===== config.mk =====
export PLATFORM = sky130hd
export DESIGN_NAME = board_referee
export DESIGN_NICKNAME = d
export VERILOG_FILES = /design/src/rtl/board_pkg.sv /design/src/rtl/board_win_detect.sv /design/src/rtl/board_referee.sv
export SDC_FILE = /design/constraint.sdc
export NUM_CORES = 1
export LEC_CHECK = 0
export BUFFER_PORTS_ARGS = -buffer_cell sky130_fd_sc_hd__clkbuf_2
export CORE_UTILIZATION = 58
export DETAILED_ROUTE_END_ITERATION = 10
export PLACE_DENSITY = 0.94
export RECOVER_POWER = 50
export SLEW_MARGIN = 20
export SYNTH_ARGS = -nofsm -noshare
export SYNTH_HDL_FRONTEND = slang
export SYNTH_SLANG_ARGS = --single-unit

===== constraint.sdc =====
create_clock -name clock -period 4.5 [get_ports clock]
set_clock_uncertainty 0.15 [all_clocks]
set_input_delay 0.9 -clock clock [delete_from_list [all_inputs] [get_ports clock]]
set_output_delay 0.9 -clock clock [all_outputs]
set_load 0.03 [all_outputs]

===== src/rtl/board_pkg.sv =====
// board_pkg: cell and winner codes, referee FSM states and the winning-line table shared by board_referee
package board_pkg;

    localparam logic [1:0] CELL_EMPTY = 2'b00;
    localparam logic [1:0] CELL_X     = 2'b01;
    localparam logic [1:0] CELL_O     = 2'b10;

    localparam logic [1:0] WIN_NONE = 2'b00;
    localparam logic [1:0] WIN_X    = 2'b01;
    localparam logic [1:0] WIN_O    = 2'b10;
    localparam logic [1:0] WIN_DRAW = 2'b11;

    typedef enum logic [1:0] {
        IDLE,
        WAIT_MOVE,
        CHECK,
        DONE
    } state_t;

    // Cell index triples of the 3 rows, 3 columns and 2 diagonals.
    localparam logic [7:0][2:0][3:0] WIN_LINES = {
        4'd0, 4'd1, 4'd2,
        4'd3, 4'd4, 4'd5,
        4'd6, 4'd7, 4'd8,
        4'd0, 4'd3, 4'd6,
        4'd1, 4'd4, 4'd7,
        4'd2, 4'd5, 4'd8,
        4'd0, 4'd4, 4'd8,
        4'd2, 4'd4, 4'd6
    };

    // Cell code written for the player whose turn it is (0 = X, 1 = O).
    function automatic logic [1:0] player_code(input logic turn);
        return turn ? CELL_O : CELL_X;
    endfunction

endpackage


===== src/rtl/board_win_detect.sv =====
// board_win_detect: flags whether any of the 8 winning lines is fully owned by the given player
module board_win_detect
    import board_pkg::*;
(
    input  logic [17:0] matriz,
    input  logic [1:0]  player,
    output logic        line_hit
);

    // a line is hit when all three of its cells hold the player's code
    always_comb begin
        line_hit = 1'b0;
        for (int l = 0; l < 8; l++) begin
            line_hit = line_hit | ((matriz[2*WIN_LINES[l][0] +: 2] == player) &&
                                   (matriz[2*WIN_LINES[l][1] +: 2] == player) &&
                                   (matriz[2*WIN_LINES[l][2] +: 2] == player));
        end
    end

endmodule


===== src/rtl/board_referee.sv =====
// board_referee: tic-tac-toe move referee; define REFEREE_TIMEOUT_EN to make a stalled player forfeit
module board_referee
    import board_pkg::*;
#(
    parameter int FIRST_PLAYER   = 0,
    parameter int TIMEOUT_CYCLES = 1000
) (
    input  logic        clock,
    input  logic        reset_n,
    input  logic        start,
    input  logic        move_valid,
    input  logic [3:0]  move_coord,
    output logic        move_ready,
    output logic [17:0] matriz,
    output logic        turn,
    output logic        move_reject,
    output logic        game_over,
    output logic [1:0]  winner
);

    localparam logic FIRST = (FIRST_PLAYER != 0);

    state_t      r_state;
    state_t      w_next;
    logic [17:0] r_matriz;
    logic        r_turn;
    logic [3:0]  r_count;
    logic        r_reject;
    logic        r_game_over;
    logic [1:0]  r_winner;
    logic [4:0]  w_shift;
    logic [1:0]  w_cell;
    logic [1:0]  w_mover;
    logic        w_hs;
    logic        w_legal;
    logic        w_hit;
    logic        w_timeout;

    assign w_shift = {move_coord, 1'b0};
    assign w_cell  = 2'(r_matriz >> w_shift);
    assign w_mover = player_code(r_turn);
    assign w_hs    = move_valid && (r_state == WAIT_MOVE);
    assign w_legal = (move_coord <= 4'd8) && (w_cell == CELL_EMPTY);

    board_win_detect u_win (
        .matriz   (r_matriz),
        .player   (w_mover),
        .line_hit (w_hit)
    );

`ifdef REFEREE_TIMEOUT_EN
    localparam int TW = $clog2(TIMEOUT_CYCLES + 1);

    logic [TW-1:0] r_timer;

    assign w_timeout = (r_state == WAIT_MOVE) && !move_valid && (r_timer == TW'(TIMEOUT_CYCLES - 1));

    // counts idle cycles in WAIT_MOVE; any offered move or leaving WAIT_MOVE restarts it
    always_ff @(posedge clock or negedge reset_n) begin
        if (!reset_n)
            r_timer <= '0;
        else
            r_timer <= (start || r_state != WAIT_MOVE || move_valid) ? '0 : r_timer + 1'b1;
    end
`else
    logic w_unused_timeout;

    assign w_unused_timeout = ^TIMEOUT_CYCLES;
    assign w_timeout        = 1'b0;
`endif

    // state register
    always_ff @(posedge clock or negedge reset_n) begin
        if (!reset_n)
            r_state <= IDLE;
        else
            r_state <= w_next;
    end

    // next state: start always restarts; CHECK resolves the move just written
    always_comb begin
        w_next = start ? WAIT_MOVE
               : (r_state == WAIT_MOVE) ? ((w_hs && w_legal) ? CHECK : (w_timeout ? DONE : WAIT_MOVE))
               : (r_state == CHECK) ? ((w_hit || r_count == 4'd9) ? DONE : WAIT_MOVE)
               : r_state;
    end

    // board, turn, move count, reject pulse and result registers
    always_ff @(posedge clock or negedge reset_n) begin
        if (!reset_n) begin
            r_matriz    <= '0;
            r_turn      <= FIRST;
            r_count     <= '0;
            r_reject    <= 1'b0;
            r_game_over <= 1'b0;
            r_winner    <= WIN_NONE;
        end else if (start) begin
            r_matriz    <= '0;
            r_turn      <= FIRST;
            r_count     <= '0;
            r_reject    <= 1'b0;
            r_game_over <= 1'b0;
            r_winner    <= WIN_NONE;
        end else begin
            r_reject <= w_hs && !w_legal;
            if (w_hs && w_legal) begin
                r_matriz <= r_matriz | (18'(w_mover) << w_shift);
                r_count  <= r_count + 4'd1;
            end
            if (w_timeout) begin
                r_game_over <= 1'b1;
                r_winner    <= r_turn ? WIN_X : WIN_O;
            end
            if (r_state == CHECK) begin
                if (w_hit) begin
                    r_game_over <= 1'b1;
                    r_winner    <= w_mover;
                end else if (r_count == 4'd9) begin
                    r_game_over <= 1'b1;
                    r_winner    <= WIN_DRAW;
                end else begin
                    r_turn <= ~r_turn;
                end
            end
        end
    end

    // outputs: only move_ready depends on the state directly
    always_comb begin
        move_ready  = (r_state == WAIT_MOVE);
        matriz      = r_matriz;
        turn        = r_turn;
        move_reject = r_reject;
        game_over   = r_game_over;
        winner      = r_winner;
    end

endmodule


; Word-level counts from Yosys, hierarchy flattened
; Cells that the tools add are included.
[word_totals]
register_bits = 29
elab_cells = 86
output_inout_bits = 24
input_bits = 8
[classes]
order_cmp = 1
reduce_logical = 29
n_eq_ne = 14
addsub = 1
shift = 2
n_mux = 23
n_bitwise = 9
[ops]
columns = cell, n
row1 = $mux 18, 2
row2 = $logic_and 1x1->1, 20
row3 = $mux 2, 10
row4 = $eq 2x2->1, 9
row5 = $or 18x18->18, 1
row6 = $shl 2x5->18, 1
row7 = $shr 18x5->2, 1
row8 = $mux 1, 9
row9 = $mux 4, 2
row10 = $or 1x1->1, 7
row11 = $reduce_bool 3->1, 2
row12 = $add 4x1->4 const B, 1
row13 = $eq 4x4->1 const B, 1
row14 = $le 4x4->1 const B, 1
row15 = $ne 2x2->1 const B, 2
row16 = $reduce_bool 2->1, 2
row17 = $reduce_and 3->1, 1
row18 = $eq 2x1->1 const B, 1
row19 = $eq 2x2->1 const B, 1
row20 = $logic_not 2->1, 1
row21 = $reduce_and 2->1, 1
row22 = $logic_not 1->1, 1
row23 = $logic_or 1x1->1, 1
row24 = $not 1->1, 1

; Logic depth before layout (Yosys ltp)
[logic_depth]
depth_word = 16
mapped_depth = 8
ltp_nobuf = 6

; Modules after synthesis
; A second synthesis with hierarchy kept.
[unflattened]
cells_unflattened = 186
area_unflattened_um2 = 1741.7
[by_module_without_submodules]
columns = mod, cells_each, seq_area_each_um2, n_inst, area_per_inst_um2
row1 = board_referee, 137, 725.7, 1, 1417.6
row2 = board_win_detect, 49, 0.0, 1, 324.1

; Worst setup path before layout
; Ideal clock, no wire load.
[synth_timing]
path_kind = input to register
from = in move_coord[1]
to = reg r_count[3]
setup_time_ns = 0.127
stages = 6
setup_slack_ns = 1.933
t_arrival_ns = 2.290
n_path_buf = 0
t_required_ns = 4.223
path_cell_list = or4_1 > o311ai_1 > o21ai_2 > nor3_4 > nand4_1 > mux2_1
[synth_via]
elab_chain_cells = 5
elab_cells_between_ends = 6
cone_classes = 1 x order compare / 1 x shift / 4 x reduce/logical
[synth_lines]
columns = element, line_no
row1 = start: declaration, board_referee.sv:12  ; input logic [3:0] move_coord,
row2 = $shr 18x5->2, board_referee.sv:40  ; assign w_cell = 2'(r_matriz >> w_shift);
row3 = $logic_not 2->1, board_referee.sv:43  ; assign w_legal = (move_coord <= 4'd8) && (w_cell == CELL_EMPTY);
row4 = $logic_and 1x1->1 (*), board_referee.sv:43
row5 = $logic_and 1x1->1 (*), board_referee.sv:106  ; if (w_hs && w_legal) begin
row6 = $reduce_bool 2->1 (no source line) (*), --
row7 = end signal: assignment, board_referee.sv:108  ; r_count <= r_count + 4'd1;
row8 = end: declaration, board_referee.sv:27  ; logic [3:0] r_count;
; Mark *: on every way between the ends. The rest lies on a longest branch, timed or not.
; A chain may end at the register's enable or synchronous reset.

; Worst setup path in the final report
[layout_timing]
from = in move_coord[1]
to = reg r_matriz[7] (netlist: matriz[7])
[layout_via]
elab_chain_cells = 5
elab_cells_between_ends = 10
cone_classes = 1 x order compare / 2 x shift / 2 x mux / 1 x bitwise / 4 x reduce/logical
[layout_lines]
columns = element, line_no
row1 = $shr 18x5->2, board_referee.sv:40
row2 = $logic_not 2->1, board_referee.sv:43
row3 = $logic_and 1x1->1, board_referee.sv:43
row4 = $logic_and 1x1->1, board_referee.sv:106
row5 = $reduce_bool 2->1 (no source line), --
row6 = end signal: assignment, board_referee.sv:107  ; r_matriz <= r_matriz | (18'(w_mover) << w_shift);
row7 = end: declaration, board_referee.sv:25  ; logic [17:0] r_matriz;
; Parallel ways exist; a longest one is shown, timed or not. The select of a mux whose other input is x is not followed.

==> results.tsv <==
metric	value	unit
grt_pass1_wl	6040	um
cts.sinks	29	
critPathLaunchType	input pin	
syn_area	0.00162	sq mm
leakage	0.745	nW
cp_num_buf_inv	1	
firstDrtPassIters	8	
tns	0	ns
status	complete, no violations	
post-route-min-period	2.65	ns
yosysUniqueCellTypes	41	
cp.required	4.59	ns
vdd_drop_max	0.291	mV
area_growth_syn_to_layout	12.5	%
max_freq	0.377	GHz
path_clk_slew	0.09	ns
cts_setup_buffers	0	
arrival	2.75	ns
final_util	71.5	%
rsz0062_at_grt	false	
fp.dieW	54.8	um
min_path_type	flip-flop to flip-flop	
rows	18	
nNetsFinal	220	
slew_headroom	1.46	%
critical_path.top_delay_family	simple AND/OR/NAND/NOR gates	
drive_gt1_share	17.6	%
synth_cells	178	
die_height	54.8	um
cp_max_fo	10	
max-clock-path-buffers	2	
crit_type	input pin to flip-flop	
clk-insertion-delay-late	0.33	ns
die-area	0.00300	sq mm
cts_resized	0	
synth_seq_cells	29	
portBuffers	31	
ios	32	
cap_violations	0	
wl_per_cell	15.7	um
gp_congestion	0.849	
grt_usage	29.9	%
remaining_drc_errors	0	
tightest_slew	1.48	ns
wl	3770	um
slowest_delay	0.45	ns
ant_nets	0	
num_antenna_cells	0	
yosysSeqAreaShare	44.9	%
grt_max_degree	30	
cts_root_buf	clkbuf_4	
p_per_area	264	mW/mm^2
yosys_warnings	0	
antenna_found_initial	0	
finalHoldViolations	0	
fill_cells	182	
syn_avg_cell_area	9.09	sq um
viasPerCell	6.33	
drv_slew	0	
vias	1519	
grt_overflow	0	
initial_core_util	63.6	%
fp.coreArea	0.00254	sq mm
finalCritPeriodShare	59.0	%
grt_pass1_vias	1310	
hold_buffers	0	
setup_viol	0	
synth_fp_nets	188	
cts_buffers	5	
cpMaxStageDelayCell	nor3_4	
cts_tree	built	
path_cells	clkbuf_1 -> nand2b_1 -> o22ai_1 -> o31a_1 -> nor3_4 -> nand3_1 -> o22ai_1	
drt_iter0_drc	72	
place_hpwl	2750	um
htree_levels	2	
cp-end-kind	flip-flop	
critical_path.most_common_cell	o22ai_1	
-- synthesized netlist by cell type (all sizes together) --
cell type	n	share of area, %
a21oi	2	0.62
a221oi	2	1.1
a22o	1	0.62
a31oi	2	0.77
and2	1	0.39
buf	3	1.1
clkbuf	3	0.70
dfrtp	29	45
ha	2	1.5
inv	22	5.1
mux2	2	1.4
mux2i	1	0.62
nand2	9	2.1
nand2b	12	4.6
nand3	4	2.2
nand3b	3	1.4
nand4	2	0.77
nor2	17	3.9
nor2b	4	1.5
nor3	8	3.9
nor3b	1	0.46
nor4b	1	0.54
o21a	1	0.46
o21ai	5	1.8
o22ai	25	9.7
o311ai	1	0.54
o31a	1	0.54
o31ai	4	1.9
o32ai	1	0.54
or2	2	0.77
or2b	1	0.54
or3b	3	1.6
or4	2	0.93
xnor2	1	0.54
-- state kept, by name (all words and copies together), names as in the netlist --
name         cells
matriz          18
turn             1
move_reject      1
game_over        1
r_count          4
r_state          2
winner           2
-- metrics by stage --
step | worst slack (ns) | hold WS [ns] | power [mW] | instances | cell area, sq um
2_1_floorplan | 1.93 | 0.369 | 0.310 | 178 | 1620
3_3_place_gp | 1.67 | 0.351 | 0.326 | 233 | 1780
3_5_place_dp | 1.62 | 0.384 | 0.328 | 233 | 1780
4_1_cts | 1.96 | 0.396 | 0.485 | 240 | 1840
5_1_grt | 1.69 | 0.414 | 0.503 | 240 | 1820
6_report | 1.85 | 0.387 | 0.480 | 240 | 1820
-- where the power goes --
part | internal [mW] | switching, mW
Combinational | 0.0163 | 0.0368
Sequential | 0.264 | 0.00541
Clock | 0.0736 | 0.0832
Total | 0.354 | 0.125
-- path summary, 6_finish.rpt --
check | slack (ns) | startpoint | to | cells after the start
worst max-delay path | 1.85 | move_coord[1] | matriz[7]$_DFFE_PN0P_ | 7
max in group asynchronous | 2.57 | reset_n | matriz[11]$_DFFE_PN0P_ | 1
min in group asynchronous | 0.76 | reset_n | r_state[0]$_DFFE_PN0P_ | 1
worst min register to register | 0.39 | winner[0]$_DFFE_PN0P_ | winner[0]$_DFFE_PN0P_ | 2
worst max register to register | 1.96 | turn$_DFFE_PN0P_ | turn$_DFFE_PN0P_ | 6
worst min-delay path | 0.39 | winner[0]$_DFFE_PN0P_ | winner[0]$_DFFE_PN0P_ | 2
-- area by class of cell --
type	instances	area [sq um]	share of cell area (%)
sequential	29	726	39.9
timing repair buffer	31	139	7.63
tap	30	37.5	2.06
clock buffer	7	55.1	3.02
multi-input combinational	121	781	42.9
inverter	22	82.6	4.54
-- layer usage --
| layer | share of wire [%] | vias to the layer above | global-route usage (%) | routed length, um |
|---|---|---|---|---|
| met5 | 0 | - | 0 | 0 |
| met4 | 0.82 | 0 | 11.5 | 31 |
| met3 | 9.3 | 4 | 10.3 | 351 |
| met2 | 48 | 79 | 44.8 | 1830 |
| met1 | 41 | 741 | 39.8 | 1560 |
| li1 | - | 695 | - | - |
-- cells in the final DEF (no fill, tap or decap), drive strengths merged, types with 3 or more instances in the layout --
cell type,instances
clkbuf,38
dfrtp,29
inv,22
nand2,9
nand2b,12
nand3,4
nand3b,3
nor2,17
nor2b,4
nor3,8
o21ai,5
o22ai,25
o31ai,4
or3b,3
-- cells by family after synthesis --
kind of cell               count (synthesis)  synth area share, %
buffers and inverters                     28                 6.88
muxes                                      3                 2.01
adders and majority gates                  2                 1.55
and+or+nand+nor                           70                 25.7
AOI/OAI and AO/OA                         45                 18.5
DFF                                       29                 44.9
xor gates and xnor gates                   1                0.541
-- worst reg2reg max path, stage by stage (launching register included) --
cell and delay, ns:
dfrtp_1 0.75, inv_1 0.33, mux2i_1 0.19, o31ai_1 0.09, nand4_1 0.27, or4_1 0.53, a21oi_1 0.16
Note: power is estimated with default switching activity, not from simulation.
